[config.mk]
export PLATFORM = sky130hd
export DESIGN_NAME = alarm_buzzer_driver
export DESIGN_NICKNAME = d
export VERILOG_FILES = /design/src/rtl/alarm_defs_pkg.sv /design/src/rtl/alarm_buzzer_driver_tone_gen.sv /design/src/rtl/alarm_buzzer_driver.sv
export SDC_FILE = /design/constraint.sdc
export NUM_CORES = 1
export LEC_CHECK = 0
export CELL_PAD_IN_SITES_DETAIL_PLACEMENT = 1
export CELL_PAD_IN_SITES_GLOBAL_PLACEMENT = 2
export CORE_UTILIZATION = 39
export DETAILED_ROUTE_END_ITERATION = 6
export PLACE_DENSITY = 0.9
export SKIP_CTS_REPAIR_TIMING = 1
export SYNTH_ARGS = -nofsm -noshare
export SYNTH_HDL_FRONTEND = slang
export SYNTH_SLANG_ARGS = --single-unit
export TNS_END_PERCENT = 50
[constraint.sdc]
create_clock -name clk -period 3.7 [get_ports clk]
set_input_delay 0.74 -clock clk [delete_from_list [all_inputs] [get_ports clk]]
set_output_delay 0.74 -clock clk [all_outputs]
set_load 0.02 [all_outputs]
[src/rtl/alarm_defs_pkg.sv]
// Shared alarm definitions: FSM state encoding and default timing constants,
// also consumed by the alarm compare logic.
package alarm_defs;

  typedef logic [1:0] state_t;

  localparam state_t IDLE     = 2'd0;
  localparam state_t BEEP_ON  = 2'd1;
  localparam state_t BEEP_OFF = 2'd2;
  localparam state_t SNOOZE   = 2'd3;

  // Defaults assume a 100 MHz system clock
  localparam int DEF_TONE_HALF    = 25000;
  localparam int DEF_BEEP_ON_CYC  = 25000000;
  localparam int DEF_BEEP_OFF_CYC = 25000000;
  localparam int DEF_MAX_BEEPS    = 60;
  localparam int DEF_SNOOZE_CYC   = 500000000;

  // Counter width that never collapses to zero bits for tiny parameters
  function automatic int clog2_min1(input int value);
    return ($clog2(value) < 1) ? 1 : $clog2(value);
  endfunction

  function automatic int max3(input int a, input int b, input int c);
    int m;
    m = (a > b) ? a : b;
    return (m > c) ? m : c;
  endfunction

endpackage

[src/rtl/alarm_buzzer_driver_tone_gen.sv]
// Square-wave tone divider: toggles its output every TONE_HALF enabled cycles,
// with a synchronous clear that restarts the wave low.
module tone_gen
  import alarm_defs::*;
#(
  parameter int TONE_HALF = DEF_TONE_HALF
) (
  input  logic clk,
  input  logic rst,
  input  logic i_en,
  input  logic i_clr,
  output logic o_wave
);

  localparam int             TW        = clog2_min1(TONE_HALF);
  localparam logic [TW-1:0]  HALF_LAST = TW'(TONE_HALF - 1);

  logic [TW-1:0] r_tone_cnt;
  logic          r_wave;

  // NOTE: sequential state uses non-blocking assignments so every register
  // samples pre-edge values regardless of statement order.
  always_ff @(posedge clk or posedge rst) begin
    if (rst) begin
      r_tone_cnt <= '0;
      r_wave     <= 1'b0;
    end else if (i_clr) begin
      r_tone_cnt <= '0;
      r_wave     <= 1'b0;
    end else if (i_en) begin
      if (r_tone_cnt == HALF_LAST) begin
        r_tone_cnt <= '0;
        r_wave     <= ~r_wave;
      end else begin
        r_tone_cnt <= r_tone_cnt + TW'(1);
      end
    end
  end

  assign o_wave = r_wave;

endmodule

[src/rtl/alarm_buzzer_driver.sv]
// Alarm buzzer driver: beep/pause tone pattern with snooze, stop and an
// automatic timeout after MAX_BEEPS beeps.
module alarm_buzzer_driver
  import alarm_defs::*;
#(
  parameter int TONE_HALF    = DEF_TONE_HALF,
  parameter int BEEP_ON_CYC  = DEF_BEEP_ON_CYC,
  parameter int BEEP_OFF_CYC = DEF_BEEP_OFF_CYC,
  parameter int MAX_BEEPS    = DEF_MAX_BEEPS,
  parameter int SNOOZE_CYC   = DEF_SNOOZE_CYC
) (
  input  logic clk,
  input  logic rst,
  input  logic trigger,
  input  logic stop_btn,
  input  logic snooze_btn,
  output logic buzzer,
  output logic alarm_active,
  output logic snoozing
);

  localparam int PW = clog2_min1(max3(BEEP_ON_CYC, BEEP_OFF_CYC, SNOOZE_CYC));
  localparam int BW = clog2_min1(MAX_BEEPS + 1);

  localparam logic [PW-1:0] ON_LAST     = PW'(BEEP_ON_CYC - 1);
  localparam logic [PW-1:0] OFF_LAST    = PW'(BEEP_OFF_CYC - 1);
  localparam logic [PW-1:0] SNOOZE_LAST = PW'(SNOOZE_CYC - 1);
  localparam logic [BW-1:0] BEEP_LAST   = BW'(MAX_BEEPS - 1);

  state_t        r_state;
  logic [PW-1:0] r_phase_cnt;
  logic [BW-1:0] r_beep_cnt;
  logic          r_stop_q;
  logic          r_snooze_q;
  logic          r_alarm_active;
  logic          r_snoozing;

  state_t w_next_state;
  logic   w_stop_e;
  logic   w_snooze_e;
  logic   w_phase_done;
  logic   w_beep_clr;
  logic   w_beep_inc;
  logic   w_tone_clr;
  logic   w_tone_en;
  logic   w_buzzer;

  // A held button level acts only on its rising edge
  assign w_stop_e   = stop_btn & ~r_stop_q;
  assign w_snooze_e = snooze_btn & ~r_snooze_q;

  always_comb begin
    w_phase_done = 1'b0;
    case (r_state)
      BEEP_ON:  w_phase_done = (r_phase_cnt == ON_LAST);
      BEEP_OFF: w_phase_done = (r_phase_cnt == OFF_LAST);
      SNOOZE:   w_phase_done = (r_phase_cnt == SNOOZE_LAST);
      default:  w_phase_done = 1'b0;
    endcase
  end

  // NOTE: every signal driven here gets a default first, so no path leaves
  // it unassigned and no latch is inferred.
  always_comb begin
    w_next_state = r_state;
    w_beep_clr   = 1'b0;
    w_beep_inc   = 1'b0;
    case (r_state)
      IDLE: begin
        if (trigger) begin
          w_next_state = BEEP_ON;
          w_beep_clr   = 1'b1;
        end
      end
      BEEP_ON: begin
        if (w_stop_e) begin
          w_next_state = IDLE;
        end else if (w_snooze_e) begin
          w_next_state = SNOOZE;
        end else if (w_phase_done) begin
          w_beep_inc   = 1'b1;
          w_next_state = (r_beep_cnt == BEEP_LAST) ? IDLE : BEEP_OFF;
        end
      end
      BEEP_OFF: begin
        if (w_stop_e) begin
          w_next_state = IDLE;
        end else if (w_snooze_e) begin
          w_next_state = SNOOZE;
        end else if (w_phase_done) begin
          w_next_state = BEEP_ON;
        end
      end
      SNOOZE: begin
        // A second snooze press is ignored; only stop or expiry leave here
        if (w_stop_e) begin
          w_next_state = IDLE;
        end else if (w_phase_done) begin
          w_next_state = BEEP_ON;
          w_beep_clr   = 1'b1;
        end
      end
      default: w_next_state = IDLE;
    endcase
  end

  always_ff @(posedge clk or posedge rst) begin
    if (rst) begin
      r_state        <= IDLE;
      r_phase_cnt    <= '0;
      r_beep_cnt     <= '0;
      r_stop_q       <= 1'b0;
      r_snooze_q     <= 1'b0;
      r_alarm_active <= 1'b0;
      r_snoozing     <= 1'b0;
    end else begin
      r_state        <= w_next_state;
      r_stop_q       <= stop_btn;
      r_snooze_q     <= snooze_btn;
      r_alarm_active <= (w_next_state != IDLE);
      r_snoozing     <= (w_next_state == SNOOZE);

      // The shared phase counter restarts on every state change
      if (w_next_state != r_state) begin
        r_phase_cnt <= '0;
      end else if (r_state != IDLE) begin
        r_phase_cnt <= r_phase_cnt + PW'(1);
      end

      if (w_beep_clr) begin
        r_beep_cnt <= '0;
      end else if (w_beep_inc) begin
        r_beep_cnt <= r_beep_cnt + BW'(1);
      end
    end
  end

  // Tone restarts low on entry to BEEP_ON and is held low in every other state
  assign w_tone_en  = (r_state == BEEP_ON);
  assign w_tone_clr = (r_state != BEEP_ON) || (w_next_state != BEEP_ON);

  tone_gen #(
    .TONE_HALF (TONE_HALF)
  ) u_tone_gen (
    .clk    (clk),
    .rst    (rst),
    .i_en   (w_tone_en),
    .i_clr  (w_tone_clr),
    .o_wave (w_buzzer)
  );

  assign buzzer       = w_buzzer;
  assign alarm_active = r_alarm_active;
  assign snoozing     = r_snoozing;

endmodule

==> flow_summary.yaml <==
timing:
  setup_ws_ns: 0.573
  slew_viol_final: 0
  finalCriticalPeriod_ns: 3.13
  tightest_slew_ns: 0.728
  clock_skew_ns: 0.0107
  fmax_mhz: 320
  rsz0062_at_grt: "false"
  hold_viol: 0
  tns_ns: 0
  max_slew_margin_pct: 51.0
  finalCritPeriodShare_pct: 84.5
  setup_viol_count_final: 0
grt:
  grt_max_degree: 30
  overflow: 0
  first_global_vias: 2704
  grt_use_total_pct: 19.1
  grt_antenna_before_repair: 0
  grt_pass1_wl_mm: 12.9
placed_design:
  pre_cts_ws_ns: 0.621
  place.port_buffers: 7
  gp_congestion: 0.800
  dp_hpwl_mm: 5.21
  post_dp_cell_area_sq_um: 3460
detailed_routing:
  drtIter0Drc: 36
  first_pass_iters: 4
  antenna_left: 0
  wl_per_cell_um: 15.1
  drcViolationCount: 0
  routed_via_density: 5.11
  wirelength_mm: 7.35
  dr_total_vias: 2485
final_layout:
  final_cell_mix: "62 x nor2_1, 60 x nand2_1, 57 x dfrtp_1, 27 x xnor2_1, 20 x xor2_1"
  layout-drive-gt1-share_pct: 11.3
  final_core_util_pct: 44.7
  mostFrequentLayoutCell: "nor2_1"
  num-nets-final: 389
  fin_area_sq_um: 3650
  area_delta_synth_final_pct: 11.5
  num_antenna_cells: 0
floorplanning:
  ios: 8
  core_sq_um: 8180
  dieWidth_um: 93.6
  start_util_pct: 40.1
  dieArea_sq_um: 8770
  dieHeight_um: 93.6
  rows: 33
cts:
  cts_buffer_depth: 2
  clk_pin_slew_ns: 0.07
  cts_buffers: 9
  cts.sinks: 57
  cts_tree: "yes"
  clkLatencyLatePin_ns: 0.34
  htree_levels: 3
  clock-root-buffer: "clkbuf_8"
power_and_ir_drop:
  power.total_mw: 1.94
  vdd_ir_drop_max_mv: 0.287
  power_density_nw_per_um2: 530
  p_leak_nw: 1.62
worst_setup_path:
  r2r-end: "u_tone_gen.r_tone_cnt[0]"
  critPathMaxFanout: 16
  crit_arrival_ns: 3.37
  reg2reg_slack_ns: 0.57
  start_kind: "register"
  critical_path.endpoint_type: "register"
  rr_startpoint: "r_state[0]"
  crit_type: "register to register"
  ff2ff_path_depth: 8
  cp_data_required_time_ns: 3.94
yosys:
  ys.flop_type: "dfrtp_1"
  avgSynthCellArea_sq_um: 9.02
  synth_edf_count: 0
  synth_area_sq_um: 3280
  async_flop_share_pct: 100
  synth_seq_area_share_pct: 43.5
  synth_cells: 363
  ys_warn_count: 0
  syn_nets: 376
  synth.distinct_cells: 45
  ys_ff_latch: 57
worst_hold_path:
  min_from: "u_tone_gen.r_tone_cnt[0]"
  whs_endpoint: "u_tone_gen.r_tone_cnt[0]"
  holdPathStages: 1
  holdCritPathClass: "register to register"
job:
  maxCapViolations: 0
status:
  outcome: "finished clean"
cell families after synthesis:
logic type	Yosys count	synth area share, %
AO/OA/AOI/OAI	21	5.39
flip-flops	57	43.5
multiplexers	4	1.26
adder cells (fa/ha/maj)	8	3.06
XOR/XNOR	47	12.6
buffers and inverters	20	3.09
AND/OR/NAND/NOR	206	31.1
worst max path at each step:
| stage | startpoint | to | slack [ns] |
|---|---|---|---|
| floorplan | r_state[0] | u_tone_gen.o_wave | 0.93 |
| finish | r_state[0] | u_tone_gen.r_tone_cnt[0] | 0.57 |
| detailed placement | r_state[0] | u_tone_gen.r_tone_cnt[0] | 0.62 |
| global placement | r_state[0] | u_tone_gen.r_tone_cnt[0] | 0.66 |
| CTS | r_state[0] | u_tone_gen.r_tone_cnt[0] | 0.57 |
| global route | r_state[0] | u_tone_gen.r_tone_cnt[0] | 0.28 |
per-stage QoR:
step	hold WS (ns)	instances
after floorplan	0.461	363
after global placement	0.489	470
after detailed placement	0.495	470
after CTS	0.506	486
after global routing	0.537	486
final	0.501	486
power breakdown:
group | total (mW) | internal (mW) | switching (mW)
Sequential | 0.698 | 0.661 | 0.0376
Combinational | 0.652 | 0.214 | 0.438
Clock | 0.585 | 0.324 | 0.261
metal layers:
metal | routed length (um) | GRT usage, % | vias up
li1 | - | - | 1234
met1 | 3440 | 23.2 | 1217
met2 | 3610 | 32.8 | 21
met3 | 171 | 5.12 | 13
met4 | 129 | 6.03 | 0
met5 | 0 | 0 | -
layout make-up:
type / instances / area, sq um
multi-input cells: 286 / 1750
clock buffers: 10 / 138
fillers: 969 / 4520
clock inverters: 6 / 57.6
well taps: 105 / 131
flip-flops and latches: 57 / 1430
repair buffers: 12 / 108
inverters: 10 / 37.5
worst max-delay path, stage by stage, from the launching register on:
cell,delay (ns)
dfrtp_1,0.47
ha_1,0.29
or4_4,0.50
nor3b_2,0.20
o2111a_4,0.31
mux2_2,0.35
o21ai_1,0.19
nand4_2,0.40
nor3b_1,0.31
synthesized netlist by cell type, types with 2 or more instances:
cell,count,share of area [%]
a21oi_1,5,0.76
nor2b_1,4,0.76
nor4b_1,2,0.53
dfrtp_1,57,44
buf_6,3,1.0
xnor2_1,27,7.2
nor2_2,10,1.9
nand3_1,10,1.5
nand2b_1,6,1.1
o21a_1,3,0.69
nand2_1,60,6.9
clkbuf_1,4,0.46
and3_1,8,1.5
buf_2,3,0.46
and2_1,4,0.76
nor4bb_1,5,1.5
xor2_1,20,5.3
inv_1,10,1.1
nor3b_1,2,0.46
ha_1,8,3.1
nor2_1,62,7.1
mux2i_1,3,0.92
nor3_1,5,0.76
nor4_1,4,0.76
nor3b_2,2,0.76
nand4_1,17,3.2
sequential cells by signal, summed over array words and instances (netlist names):
signal,count
r_stop_q,1
snoozing,1
r_snooze_q,1
u_tone_gen.o_wave,1
alarm_active,1
r_state,2
r_phase_cnt,29
r_beep_cnt,6
u_tone_gen.r_tone_cnt,15
Note: power is estimated with default switching activity, not from simulation.
